## config.mk

```make
export PLATFORM = sky130hd
export DESIGN_NAME = multicycle_control
export DESIGN_NICKNAME = d
export VERILOG_FILES = /design/src/rtl/mc_pkg.sv /design/src/rtl/mc_alu_decoder.sv /design/src/rtl/multicycle_control.sv
export SDC_FILE = /design/constraint.sdc
export NUM_CORES = 1
export LEC_CHECK = 0
export ABC_AREA = 1
export BUFFER_PORTS_ARGS = -buffer_cell sky130_fd_sc_hd__buf_2
export CORE_MARGIN = 2
export CORE_UTILIZATION = 50
export DETAILED_ROUTE_END_ITERATION = 12
export PLACE_DENSITY = 0.8
export SETUP_SLACK_MARGIN = 0.05
export SYNTH_ARGS = -nofsm -noshare
export SYNTH_HDL_FRONTEND = slang
export SYNTH_SLANG_ARGS = --single-unit
```

## constraint.sdc

```tcl
create_clock -name clk -period 2.68 [get_ports clk]
set_input_delay 0.402 -clock clk [delete_from_list [all_inputs] [get_ports clk]]
set_output_delay 0.402 -clock clk [all_outputs]
set_load 0.01 [all_outputs]
```

## src/rtl/mc_pkg.sv

```systemverilog
// Shared types and encodings for the multi-cycle sequencing controller.
// Imported by the ALU decoder and the top-level FSM.
package mc_pkg;

    typedef enum logic [3:0] {
        FETCH    = 4'd0,
        DECODE   = 4'd1,
        MEMADR   = 4'd2,
        MEMREAD  = 4'd3,
        MEMWB    = 4'd4,
        MEMWRITE = 4'd5,
        EXECR    = 4'd6,
        EXECI    = 4'd7,
        ALUWB    = 4'd8,
        BEQ      = 4'd9,
        JAL      = 4'd10,
        TRAP     = 4'd11
    } state_t;

    typedef enum logic [3:0] {
        ALU_ADD = 4'b0000,
        ALU_SUB = 4'b0001,
        ALU_AND = 4'b0010,
        ALU_OR  = 4'b0011,
        ALU_XOR = 4'b0100,
        ALU_SLT = 4'b0101,
        ALU_SLL = 4'b0110,
        ALU_SRL = 4'b0111,
        ALU_SRA = 4'b1000
    } alu_op_t;

    localparam logic [6:0] OP_LW  = 7'b0000011;
    localparam logic [6:0] OP_SW  = 7'b0100011;
    localparam logic [6:0] OP_R   = 7'b0110011;
    localparam logic [6:0] OP_I   = 7'b0010011;
    localparam logic [6:0] OP_BEQ = 7'b1100011;
    localparam logic [6:0] OP_JAL = 7'b1101111;

    localparam logic [2:0] IMM_I = 3'b000;
    localparam logic [2:0] IMM_S = 3'b001;
    localparam logic [2:0] IMM_B = 3'b010;
    localparam logic [2:0] IMM_J = 3'b011;

    localparam logic [1:0] SRCA_PC    = 2'b00;
    localparam logic [1:0] SRCA_OLDPC = 2'b01;
    localparam logic [1:0] SRCA_RS1   = 2'b10;

    localparam logic [1:0] SRCB_RS2  = 2'b00;
    localparam logic [1:0] SRCB_IMM  = 2'b01;
    localparam logic [1:0] SRCB_FOUR = 2'b10;

    localparam logic [1:0] RES_ALUOUT = 2'b00;
    localparam logic [1:0] RES_DATA   = 2'b01;
    localparam logic [1:0] RES_ALU    = 2'b10;

    // True on the last cycle of a completed instruction.
    function automatic logic retires(state_t s, logic rdy);
        return (s == MEMWB) || (s == ALUWB) || (s == BEQ) ||
               ((s == MEMWRITE) && rdy);
    endfunction

endpackage

```

## src/rtl/mc_alu_decoder.sv

```systemverilog
// Combinational ALU-operation decode plus instruction legality check.
// The operation is meaningful only in the EXECR/EXECI states.
module mc_alu_decoder
    import mc_pkg::*;
(
    input  logic [6:0] opcode,
    input  logic [2:0] funct3,
    input  logic [6:0] funct7,
    output logic [3:0] alu_control,
    output logic       legal
);

    logic    is_r;
    alu_op_t op;
    logic    unused_funct7;

    assign is_r          = (opcode == OP_R);
    assign unused_funct7 = ^{funct7[6], funct7[4:0]};

    always_comb begin
        op = ALU_ADD;
        unique case (funct3)
            3'b000: op = (is_r && funct7[5]) ? ALU_SUB : ALU_ADD;
            3'b001: op = ALU_SLL;
            3'b010: op = ALU_SLT;
            3'b011: op = ALU_ADD;
            3'b100: op = ALU_XOR;
            3'b101: op = funct7[5] ? ALU_SRA : ALU_SRL;
            3'b110: op = ALU_OR;
            3'b111: op = ALU_AND;
        endcase
    end

    always_comb begin
        legal = 1'b0;
        case (opcode)
            OP_LW, OP_SW, OP_JAL: legal = 1'b1;
            OP_R, OP_I:           legal = (funct3 != 3'b011);
            OP_BEQ:               legal = (funct3 == 3'b000);
            default:              legal = 1'b0;
        endcase
    end

    assign alu_control = op;

endmodule

```

## src/rtl/multicycle_control.sv

```systemverilog
// Multi-cycle RISC-V sequencing FSM with memory handshake,
// retired-instruction counter and sticky illegal-opcode trap.
module multicycle_control
    import mc_pkg::*;
#(
    parameter int INSTRET_W = 32
) (
    input  logic                 clk,
    input  logic                 reset,
    input  logic [6:0]           opcode,
    input  logic [2:0]           funct3,
    input  logic [6:0]           funct7,
    input  logic                 zero,
    input  logic                 mem_ready,
    output logic                 mem_req,
    output logic                 mem_write,
    output logic                 adr_src,
    output logic                 pc_write,
    output logic                 ir_write,
    output logic                 reg_write,
    output logic [1:0]           alu_src_a,
    output logic [1:0]           alu_src_b,
    output logic [1:0]           result_src,
    output logic [2:0]           imm_src,
    output logic [3:0]           alu_control,
    output logic                 illegal,
    output logic [3:0]           state_out,
    output logic [INSTRET_W-1:0] instret
);

    state_t                 state_q, state_d;
    logic [INSTRET_W-1:0]   instret_q, instret_d;
    logic [3:0]             dec_op;
    logic                   dec_legal;
    logic                   mem_req_c, mem_write_c;
    logic                   pc_write_c, ir_write_c, reg_write_c;

    mc_alu_decoder u_alu_dec (
        .opcode      (opcode),
        .funct3      (funct3),
        .funct7      (funct7),
        .alu_control (dec_op),
        .legal       (dec_legal)
    );

    always_ff @(posedge clk or posedge reset) begin
        if (reset) begin
            state_q   <= FETCH;
            instret_q <= '0;
        end else begin
            state_q   <= state_d;
            instret_q <= instret_d;
        end
    end

    always_comb begin
        state_d     = state_q;
        mem_req_c   = 1'b0;
        mem_write_c = 1'b0;
        pc_write_c  = 1'b0;
        ir_write_c  = 1'b0;
        reg_write_c = 1'b0;
        adr_src     = 1'b0;
        alu_src_a   = SRCA_PC;
        alu_src_b   = SRCB_RS2;
        result_src  = RES_ALUOUT;
        imm_src     = IMM_I;
        alu_control = ALU_ADD;
        illegal     = 1'b0;

        unique case (state_q)
            FETCH: begin
                mem_req_c  = 1'b1;
                alu_src_a  = SRCA_PC;
                alu_src_b  = SRCB_FOUR;
                result_src = RES_ALU;
                ir_write_c = mem_ready;
                pc_write_c = mem_ready;
                if (mem_ready) state_d = DECODE;
            end
            DECODE: begin
                alu_src_a = SRCA_OLDPC;
                alu_src_b = SRCB_IMM;
                imm_src   = IMM_B;
                if (!dec_legal) begin
                    state_d = TRAP;
                end else begin
                    case (opcode)
                        OP_LW, OP_SW: state_d = MEMADR;
                        OP_R:         state_d = EXECR;
                        OP_I:         state_d = EXECI;
                        OP_BEQ:       state_d = BEQ;
                        OP_JAL:       state_d = JAL;
                        default:      state_d = TRAP;
                    endcase
                end
            end
            MEMADR: begin
                alu_src_a = SRCA_RS1;
                alu_src_b = SRCB_IMM;
                imm_src   = (opcode == OP_SW) ? IMM_S : IMM_I;
                state_d   = (opcode == OP_SW) ? MEMWRITE : MEMREAD;
            end
            MEMREAD: begin
                mem_req_c = 1'b1;
                adr_src   = 1'b1;
                if (mem_ready) state_d = MEMWB;
            end
            MEMWB: begin
                result_src  = RES_DATA;
                reg_write_c = 1'b1;
                state_d     = FETCH;
            end
            MEMWRITE: begin
                mem_req_c   = 1'b1;
                mem_write_c = 1'b1;
                adr_src     = 1'b1;
                if (mem_ready) state_d = FETCH;
            end
            EXECR: begin
                alu_src_a   = SRCA_RS1;
                alu_src_b   = SRCB_RS2;
                alu_control = dec_op;
                state_d     = ALUWB;
            end
            EXECI: begin
                alu_src_a   = SRCA_RS1;
                alu_src_b   = SRCB_IMM;
                imm_src     = IMM_I;
                alu_control = dec_op;
                state_d     = ALUWB;
            end
            ALUWB: begin
                result_src  = RES_ALUOUT;
                reg_write_c = 1'b1;
                state_d     = FETCH;
            end
            BEQ: begin
                alu_src_a   = SRCA_RS1;
                alu_src_b   = SRCB_RS2;
                alu_control = ALU_SUB;
                pc_write_c  = zero;
                state_d     = FETCH;
            end
            JAL: begin
                alu_src_a  = SRCA_OLDPC;
                alu_src_b  = SRCB_FOUR;
                pc_write_c = 1'b1;
                state_d    = ALUWB;
            end
            TRAP: begin
                illegal = 1'b1;
                state_d = TRAP;
            end
            default: state_d = FETCH;
        endcase
    end

    assign instret_d = instret_q
                     + INSTRET_W'(retires(state_q, mem_ready));

    // The reset state is FETCH, which would otherwise request memory.
    assign mem_req   = mem_req_c   & ~reset;
    assign mem_write = mem_write_c & ~reset;
    assign pc_write  = pc_write_c  & ~reset;
    assign ir_write  = ir_write_c  & ~reset;
    assign reg_write = reg_write_c & ~reset;

    assign state_out = state_q;
    assign instret   = instret_q;

endmodule

```

# Yosys cells after proc, flatten, opt, wreduce, memory -nomap -nowiden
# Index checks and enable logic that the tools add are counted.
word_totals:
  ff_bits: 36
  latchBits: 0
  ramBits: 0
  mem_bits_ro: 0
  in_bits: 21
  out_inout_bits: 56
  word_cells: 81
  mem_count: 0
classes:
  add_sub_neg: 1
  mul: 0
  n_div: 0
  n_lt_le_gt_ge: 0
  eq_ne: 28
  shifts: 0
  n_mux: 24
  n_bitwise: 6
  reduce_logical: 20
op_table:
  columns: ["op", "count"]
  rows:
  - ["$add 32x1->32", 1]
  - ["$pmux 4 s8", 1]
  - ["$pmux 4 s7", 1]
  - ["$mux 4", 5]
  - ["$pmux 4 s5", 1]
  - ["$eq 4x3->1 const B", 4]
  - ["$eq 4x4->1 const B", 4]
  - ["$pmux 2 s2", 4]
  - ["$eq 7x6->1 const B", 2]
  - ["$eq 7x7->1 const B", 2]
  - ["$reduce_or 2->1", 7]
  - ["$eq 3x3->1 const B", 4]
  - ["$reduce_or 3->1", 4]
  - ["$eq 4x2->1 const B", 2]
  - ["$mux 1", 8]
  - ["$pmux 4 s2", 1]
  - ["$eq 7x2->1 const B", 1]
  - ["$eq 7x5->1 const B", 1]
  - ["$eq 3x2->1 const B", 2]
  - ["$ne 2x2->1 const B", 3]
  - ["$pmux 1 s3", 2]
  - ["$and 1x1->1", 5]
  - ["$eq 4x1->1 const B", 1]
  - ["$logic_not 4->1", 1]
  - ["other kinds (9)", 12]

# Logic depth before layout (Yosys ltp)
# Gate-level depths: netlist of run 1.
logic_depth:
  ltp_word: 5
  ltp_mapped: 13
  ltp_nobuf: 13

# Cells and area by module
# From an unflattened synthesis of run 1, not the netlist that was laid out.
unflattened:
  cells_unflattened: 326
  hier_area_um2: 2312.2
modules_own_cells:
  columns: ["mod", "n_inst", "cells_each", "area_each_um2"]
  rows:
  - ["multicycle_control", 1, 290, 2155.8]
  - ["mc_alu_decoder", 1, 36, 156.4]

# Worst setup path after synthesis of run 1
# No wires, ideal clock.
synth_path:
  path_kind: "reg2reg"
  from: "reg state_q[2], in the netlist state_out[2]"
  to: "reg instret_q[18], in the netlist instret[18]"
  setup_time_ns: 0.127
  arrival_time_ns: 2.181
  required_time_ns: 2.553
  path_slack_ns: 0.371
  stages_incl_launch_ff: 13
  path_buffers: 0
  period_less_slack_ns: 2.309
  cell_sequence: "dfrtp_1 > inv_1 > nor2_1 > nand2_1 > o221ai_1 > ha_1 > ha_1 > nand3_2 > inv_1 > nand4_2 > nor2_2 > nand3_1 > xnor2_1"
synth_between:
  elab_chain_cells: 5
  elab_cells_between_ends: 9
  classes_between: "add/sub: 1; eq/ne: 4; reduce/logical: 4"
synth_lines:
  columns: ["element", "line_no", "source"]
  rows:
  - ["start: declaration", "multicycle_control.sv:31", "state_t state_q, state_d;"]
  - ["start signal: assignment", "multicycle_control.sv:51", "state_q <= state_d;"]
  - ["$eq 4x3->1 / $eq 4x4->1 (equally long branches)", "mc_pkg.sv:58", "return (s == MEMWB) || (s == ALUWB) || (s == BEQ) ||"]
  - ["$logic_or 1x1->1 (2 in series)", "mc_pkg.sv:58", null]
  - ["$logic_or 1x1->1 *", "mc_pkg.sv:58", null]
  - ["$add 32x1->32 *", "multicycle_control.sv:160", "+ INSTRET_W'(retires(state_q, mem_ready));"]
  - ["via instret_d[18]", "multicycle_control.sv:32", "logic [INSTRET_W-1:0] instret_q, instret_d;"]
  - ["end signal: assignment", "multicycle_control.sv:52", "instret_q <= instret_d;"]
  - ["end: declaration", "multicycle_control.sv:32", null]
# Mark *: on every way through the listed nets, which the timed path passes. The rest lies on a longest branch.
# A chain may end at the register's enable or synchronous reset.

# Worst setup path in the final report of run 1
# Same ends and word-level chain as after synthesis.

==> results of run 1 <==
[cells by family (layout without fill, tap and decap cells)]
logic type	after synthesis	after routing	share of synthesized area
AOI/OAI and AO/OA	16	16	0.0422
xor gates and xnor gates	28	28	0.110
adders and majority gates	2	2	0.0113
buffers and inverters	44	124	0.0760
DFF	36	36	0.405
other	1	1	0.00169
and+or+nand+nor	169	169	0.353
[registers in the layout, summed over array words and instances (netlist names)]
name / cells
instret: 32
state_out: 4
[worst paths after layout]
kind                       depth (start not counted)            to  slack (ns)
max reg2reg                                       12   instret[18]        0.30
min                                                3  state_out[0]        0.29
min in group clk                                   4  state_out[1]        0.45
max                                               12   instret[18]        0.30
max in group asynchronous                          3    instret[5]        2.05
min reg2reg                                        1   instret[31]        0.47
[stage by stage]
step / area (um2) / setup slack, ns / hold WS (ns) / power (mW)
global route: 2780 / 0.0120 / 0.349 / 2.10
global placement: 2660 / 0.228 / 0.456 / 1.46
detailed placement: 2660 / 0.176 / 0.461 / 1.47
CTS: 2760 / 0.155 / 0.303 / 1.94
floorplan: 2220 / 0.371 / 0.507 / 1.17
finish: 2780 / 0.305 / 0.288 / 1.95
[area by class of cell]
| class | instances | area [um2] |
|---|---|---|
| Multi-Input combinational cell | 216 | 1170 |
| Inverter | 43 | 161 |
| Clock inverter | 2 | 35.0 |
| Clock buffer | 6 | 72.6 |
| Timing Repair Buffer | 73 | 375 |
| Fill cell | 390 | 1540 |
| Sequential cell | 36 | 901 |
| Tap cell | 52 | 65.1 |
[layer usage]
layer  GRT usage  vias to the layer above  wire length [um]
met4      0.0943                        0               119
met1       0.274                      980              2270
met3      0.0427                       11               292
met5           0                        -                 0
li1            -                     1097                 -
met2       0.363                       72              2420
[power by group through the flow]
stage / clock [mW] / combinational [mW] / sequential [mW]
floorplan: 0 / 0.433 / 0.732
global placement: 0 / 0.766 / 0.692
detailed placement: 0 / 0.775 / 0.695
CTS: 0.479 / 0.780 / 0.686
global route: 0.500 / 0.891 / 0.704
finish: 0.471 / 0.789 / 0.692
[placed cells by master, fill, tap and decap left out, types with 2 or more instances in the layout]
cell       n
buf_2     69
o211ai_1   2
nand2_1   77
clkbuf_8   5
o21ai_0    3
buf_4      4
nor2_1    37
a21oi_1    7
nand3_4    2
xnor2_1   14
nor2_2     6
inv_1     43
nor4_1     2
nand4_1    6
dfrtp_1   36
nor3_1     8
nand3_1   19
xor2_1    14
nand3b_1   2
nor2_4     4
[worst max-delay path, delay by kind of cell, from the launching register on]
family	cells	cell delay, ns
AOI/OAI and AO/OA	1	0.23
adders and majority gates	2	0.52
and+or+nand+nor	6	0.78
buffers and inverters	2	0.20
xor gates and xnor gates	1	0.13
DFF	1	0.41
==> metrics.cfg, run 1 <==
[route]
wl_mm=5.10
drcViolationCount=0
vias_per_cell=5.05
antenna_left=0
dr.first_iter.drc_count=134
vias=2160
first_pass_iters=4
wire_per_inst_um=11.9

[placement]
port_buffers=69
globalplace.congestion=0.904
dp_hpwl_mm=4.02
dp_cells=420

[timing]
tns_ns=0
finalCriticalPeriod_ns=2.38
hold_viol=0
fmax_mhz=421
fin_skew_ns=0.00490
period_share=0.886
slew_violations=0
setup_violations=0
rsz0062_at_grt=false

[power_and_ir_drop]
pwr-share-clk=0.241
combPwrFrac=0.404
switching_power_mw=0.763
power_density_nw_per_um2=701
p_int_mw=1.19
netSwitchingFraction=0.391
p_seq_frac=0.355
ir_worst_vdd_uv=528
power_leakage_nw=1.57

[clock_network]
cts.sinks=36
clkLatencyLatePin_ns=0.29
cts-resized-gates=0
root_buffer=clkbuf_8
post-cts-setup-buffers=0
hold_buffers=0
htree_levels=2
clk_pin_slew_ns=0.07
cts-buffers-inserted=5
ctsLongestPathBuffers=2
cts_tree=yes

[finish]
nets=398
fin_cells=428
drive_gt1_frac=0.258
syn_to_final_growth_pct=25.2
utilization=0.644
diodes=0

[grt]
grt_pass1_vias=1997
grt_pass1_wl_mm=8.67
track_usage=0.217
antenna_found_initial=0
grt_max_degree=37
overflow=0

[synth]
synth_edf_count=0
synth_cell_types=31
netlist_instances=296
syn_avg_cell_area_um2=7.51
synth_top_flop_cell=dfrtp_1
synth_area_um2=2220
syn_nets=319
synth_top_area_share=0.405
synth.top_cells.by_count=nand2_1 (77), inv_1 (43), nor2_1 (39)
synthArstFlopShare=1.00
ys_top_cells_by_area=dfrtp_1 (41%), nand2_1 (13%), inv_1 (7.3%)
ys_seq_area_frac=0.405
synth.most_common_cell=nand2_1
yosysWarningCount=0
synth-seq-cells=36
yosys.area.top_type=dfrtp_1

[setup_path]
crit_start=state_out[2]
reg2reg_from=state_out[2]
crit_slowest_cell=dfrtp_1
critPathKind=flip-flop to flip-flop
slowest_delay_ns=0.41
worst-endpoint-arrival_ns=2.56
required_ns=2.86
crit_chain=inv_1 > nor2_2 > nand2_1 > o221ai_1 > ha_2 > ha_1 > nand3_4 > inv_1 > nand4_2 > nor2_2 > nand3_1 > xnor2_1
end_kind=flip-flop
cp-start-kind=flip-flop
cp_max_fo=4

[die]
initial_core_util=0.514
ios=77
core_um2=4320
rows=24
fp.dieH_um=70.7
dieArea_um2=4990
die_w_um=70.7

[job]
drv_cap=0

[worst_hold_path]
hold_class=input port to asynchronous set/reset pin

[status]
status=completed

Power figures use the tool's default switching activity.
==> run 2, diff against run 1 <==
ABC_AREA = unset   (was 1)
CORE_UTILIZATION = 49   (was 50)
PLACE_DENSITY = 0.79   (was 0.8)
==> metrics.cfg, run 2 <==
[route]
first_pass_iters=4
vias=1894
wl_mm=4.85
drcViolationCount=0
wire_per_inst_um=14.2
dr.first_iter.drc_count=91
antenna_left=0
vias_per_cell=5.55

[clock_network]
hold_buffers=0
post-cts-setup-buffers=0
ctsLongestPathBuffers=2
cts.sinks=36
cts_tree=yes
clk_pin_slew_ns=0.07
htree_levels=2
cts-buffers-inserted=5
clkLatencyLatePin_ns=0.28
cts-resized-gates=0
root_buffer=clkbuf_8

[synth]
synth.most_common_cell=dfrtp_1
syn_nets=239
synth-seq-cells=36
ys_top_cells_by_area=dfrtp_1 (42%), xnor2_1 (11%), nand4_1 (4.7%)
syn_avg_cell_area_um2=9.82
yosysWarningCount=0
synth_top_flop_cell=dfrtp_1
ys_seq_area_frac=0.425
synth_top_area_share=0.425
yosys.area.top_type=dfrtp_1
synth_cell_types=48
synth.top_cells.by_count=dfrtp_1 (36), xnor2_1 (27), nand4_1 (16)
netlist_instances=216
synth_area_um2=2120
synthArstFlopShare=1.00
synth_edf_count=0

[power_and_ir_drop]
netSwitchingFraction=0.371
power_density_nw_per_um2=745
ir_worst_vdd_uv=366
p_int_mw=1.24
pwr-share-clk=0.234
switching_power_mw=0.732
combPwrFrac=0.422
power_leakage_nw=1.35
p_seq_frac=0.344

[grt]
met2_usage=0.370
grt_pass1_vias=1861
antenna_found_initial=0
busiest_layer=met2
grt_max_degree=37
track_usage=0.211
overflow=0
use_met1=0.242
grt.met3_usage=0.0494
grt_pass1_wl_mm=8.32

[timing]
fmax_mhz=440
hold_viol=0
finalCriticalPeriod_ns=2.27
fin_skew_ns=0.00436
rsz0062_at_grt=false
hold_slack_ns=0.347
setup_violations=0
tns_ns=0
slew_violations=0
period_share=0.847

[finish]
fillers=344
largest_register_ffs=32
diodes=0
drive_gt1_frac=0.326
most-common-layout-cells=buf_2 (69), dfrtp_1 (36), xnor2_1 (27)
nets=313
syn_to_final_growth_pct=24.7
final_common_cell=buf_2

[setup_path]
reg2reg_from=state_out[2]
cp_max_fo=6
cp-start-kind=flip-flop
crit_top_cell=ha_1
required_ns=2.85
worst-endpoint-arrival_ns=2.44
r2r_end=instret[22]
crit_buf_inv=1
crit_chain=inv_1 > nand2_1 > a21oi_1 > ha_1 > ha_1 > nand4_2 > nor4_4 > nand3_1 > xnor2_1
crit_family=simple AND/OR/NAND/NOR gates
slowest_delay_ns=0.44
critPathKind=flip-flop to flip-flop
end_kind=flip-flop
r2r_cells=9
r2r_slack_ns=0.41
crit_slowest_cell=dfrtp_1

[die]
core_um2=4090
rows=23
die_w_um=69.8
fp.dieH_um=69.8
initial_core_util=0.519
ios=77
dieArea_um2=4870

[placement]
globalplace.congestion=0.792
port_buffers=69
dp_hpwl_mm=3.64

[job]
drv_cap=0

[worst_hold_path]
hold_class=input port to asynchronous set/reset pin

[status]
status=completed

## run 2: changes by cell type after synthesis, moves of 4 or more
cell	delta
and3_1	+8
buf_2	+6
inv_1	-37
nand2_1	-66
nand2b_1	+8
nand3_1	-4
nand4_1	+10
nor2_1	-31
nor2_2	-4
xnor2_1	+13
xor2_1	-9
## run 2: power groups by stage
| stage | clock, mW | sequential [mW] | combinational (mW) |
|---|---|---|---|
| after floorplan | 0 | 0.714 | 0.501 |
| after global placement | 0 | 0.685 | 0.819 |
| after detailed placement | 0 | 0.686 | 0.836 |
| after CTS | 0.474 | 0.677 | 0.839 |
| after global routing | 0.497 | 0.685 | 0.930 |
| final | 0.460 | 0.678 | 0.832 |
## run 2: cell type report
class	instances	area [um2]	share of cell area
inverters	6	22.5	0.00852
well taps	50	62.6	0.0237
flip-flops and latches	36	901	0.341
multi-input cells	164	1140	0.433
clock buffers	6	72.6	0.0274
repair buffers	77	405	0.153
clock inverters	2	35.0	0.0133
## run 2: kinds of logic after synthesis
group	Yosys count	synth area share
multiplexers	1	0.00472
other	1	0.00177
XOR/XNOR	32	0.132
AND/OR/NAND/NOR	101	0.304
flip-flops	36	0.425
buffers and inverters	16	0.0354
AO/OA/AOI/OAI	27	0.0850
adder cells (fa/ha/maj)	2	0.0118
## run 2: worst reg2reg max path: cells and delay by family, from the launching register on
family	cells	cell delay, ns
simple gates	4	0.82
flops	1	0.44
fa+ha+maj	2	0.44
buf+inv	1	0.17
compound gates	1	0.16
xor+xnor	1	0.14
## run 2: worst max-delay path by stage
stage / from / endpoint / slack (ns) / depth (start not counted)
floorplan: state_out[3] / instret[22] / 0.44 / 9
global placement: mem_ready / instret[22] / 0.34 / 10
detailed placement: mem_ready / instret[22] / 0.28 / 10
CTS: state_out[2] / instret[22] / 0.38 / 9
global route: state_out[2] / instret[22] / 0.17 / 9
finish: state_out[2] / instret[22] / 0.41 / 9
## run 2: per-stage QoR
step,utilization,std cells,power (mW),setup slack (ns),area (um2)
floorplan,-,216,1.22,0.442,2120
global placement,0.621,333,1.50,0.342,2540
detailed placement,0.621,333,1.52,0.278,2540
CTS,0.647,341,1.99,0.380,2640
global route,0.647,341,2.11,0.165,2640
finish,0.647,341,1.97,0.410,2640
## run 2: per-layer routing
metal	up-vias	routed length [um]	part of all wire
met5	-	0	0
met4	0	109	0.022
met3	10	266	0.055
met2	65	2420	0.50
met1	886	2060	0.42
li1	933	-	-
==> run 3, diff against run 2 <==
ABC_AREA = 1   (was unset)
CORE_UTILIZATION = 45   (was 49)
PLACE_DENSITY = 0.76   (was 0.79)
clock period = 2.05 ns   (was 2.68 ns; I/O delays follow)
==> metrics.cfg, run 3 (synthesized netlist as in run 1, its figures left out) <==
[route]
wire_per_inst_um=12.2
dr.first_iter.drc_count=143
drcViolationCount=0
vias=2324
antenna_left=0
first_pass_iters=4
vias_per_cell=4.93
wl_mm=5.75

[finish]
drive_gt1_frac=0.376
nets=426
fin_cells=471
diodes=0
fillers=404
most-common-layout-cells=nand2_1 (73), buf_2 (69), inv_1 (38)
syn_to_final_growth_pct=42.1
final_common_cell=nand2_1
largest_register_ffs=32
fin_area_um2=3160

[power_and_ir_drop]
switching_power_mw=1.13
netSwitchingFraction=0.414
p_seq_frac=0.348
power_density_nw_per_um2=866
combPwrFrac=0.478
power_leakage_nw=1.73
p_int_mw=1.60
pwr-share-clk=0.175
ir_worst_vdd_uv=537

[clock_network]
clkLatencyLatePin_ns=0.29
clk_pin_slew_ns=0.07
ctsLongestPathBuffers=2
htree_levels=2
hold_buffers=0
cts-buffers-inserted=5
cts.sinks=36
cts_tree=yes
root_buffer=clkbuf_8

[status]
status=finished with violations
violations=negative setup slack

[grt]
grt_pass1_vias=2066
grt_pass1_wl_mm=8.79
grt_max_degree=37
antenna_found_initial=0
track_usage=0.205
overflow=0

[setup_path]
crit_buf_inv=1
slowest_delay_ns=0.45
crit_family=simple AND/OR/NAND/NOR gates
crit_chain=nor2_4 > nand2_2 > o221ai_4 > ha_4 > ha_4 > nand3_4 > nor2_4 > buf_6 > nand4_1 > xnor2_1
critPathKind=flip-flop to flip-flop
cp-start-kind=flip-flop
cp_max_fo=5
end_kind=flip-flop
required_ns=2.22
worst-endpoint-arrival_ns=2.26
crit_slowest_cell=dfrtp_2

[placement]
globalplace.congestion=0.896
dp_hpwl_mm=4.38
dpl_cell_area_um2=2880
pre_cts_ws_ns=-0.197
port_buffers=69
dp_cells=453

[die]
dieArea_um2=5520
ios=77
rows=25
fp.dieH_um=74.3
core_um2=4750
initial_core_util=0.467
die_w_um=74.3

[timing]
slew_violations=0
finalCriticalPeriod_ns=2.09
hold_viol=0
finalWorstSetupSlack_ns=-0.0391
fmax_mhz=479
fin_skew_ns=0.0110
hold_slack_ns=0.189
rsz0062_at_grt=true
setup_violations=4
tns_ns=-0.0682
period_share=1.02

[job]
drv_cap=0

[worst_hold_path]
hold_class=input port to asynchronous set/reset pin

## run 3: cell types whose count changed in the layout (fill, tap and decap cells not counted), moves of 5 or more
cell,change
nand2_1,+62
xnor2_1,-14
xor2_1,+9
nand2_2,+5
buf_4,+21
nor2_4,+11
nor2_1,+23
inv_1,+32
nand2b_1,-8
nand4_1,-10
and3_1,-8
## run 3: path summary, 6_finish.rpt
| kind | endpoint | from | cells past startpoint | slack (ns) |
|---|---|---|---|---|
| worst max register to register | instret[30] | state_out[3] | 10 | -0.04 |
| worst max-delay path | instret[30] | state_out[3] | 10 | -0.04 |
| worst min-delay path | instret[7] | reset | 3 | 0.19 |
| max in group asynchronous | state_out[1] | reset | 3 | 1.50 |
| min in group clk | state_out[1] | opcode[5] | 4 | 0.37 |
| worst min register to register | instret[31] | instret[31] | 1 | 0.47 |
## run 3: cell type report
class | instances | area, um2 | share of cell area
sequential | 36 | 906 | 0.287
tap | 67 | 83.8 | 0.0266
clock buffer | 7 | 76.3 | 0.0242
timing repair buffer | 101 | 597 | 0.189
multi-input combinational | 216 | 1330 | 0.420
clock inverter | 1 | 5.00 | 0.00159
inverter | 43 | 164 | 0.0519
## run 3: layer usage
layer | routed length, um | GRT usage | vias to the layer above | share of wire
met1 | 2340 | 0.241 | 1109 | 0.41
li1 | - | - | 1147 | -
met5 | 0 | 0 | - | 0
met3 | 280 | 0.0434 | 6 | 0.049
met4 | 69 | 0.0774 | 0 | 0.012
met2 | 3070 | 0.368 | 62 | 0.53
## run 3: metrics by stage
stage | utilization | power, mW
global route | 0.664 | 2.93
detailed placement | 0.605 | 2.10
global placement | 0.605 | 2.07
finish | 0.664 | 2.73
floorplan | - | 1.60
CTS | 0.633 | 2.66
## run 3: power by group through the flow
stage          Combinational, mW  Clock [mW]  Sequential (mW)
6_report                    1.31       0.478            0.950
5_1_grt                     1.44       0.522            0.964
4_1_cts                     1.23       0.489            0.938
3_5_place_dp                1.16           0            0.942
2_1_floorplan              0.615           0            0.982
3_3_place_gp                1.13           0            0.934
## run 3: worst reg2reg max path: stages (launching register included)
cell,delay [ns]
dfrtp_2,0.45
nor2_4,0.17
nand2_2,0.10
o221ai_4,0.21
ha_4,0.20
ha_4,0.15
nand3_4,0.11
nor2_4,0.22
buf_6,0.13
nand4_1,0.10
xnor2_1,0.16
## run 3: timing repair
| action | in CTS | in global routing |
|---|---|---|
| setup endpoints to repair | 18 | 22 |
| setup buffers | 2 | 8 |
| pin swaps | 4 | 15 |
| resized for setup | 7 | 25 |
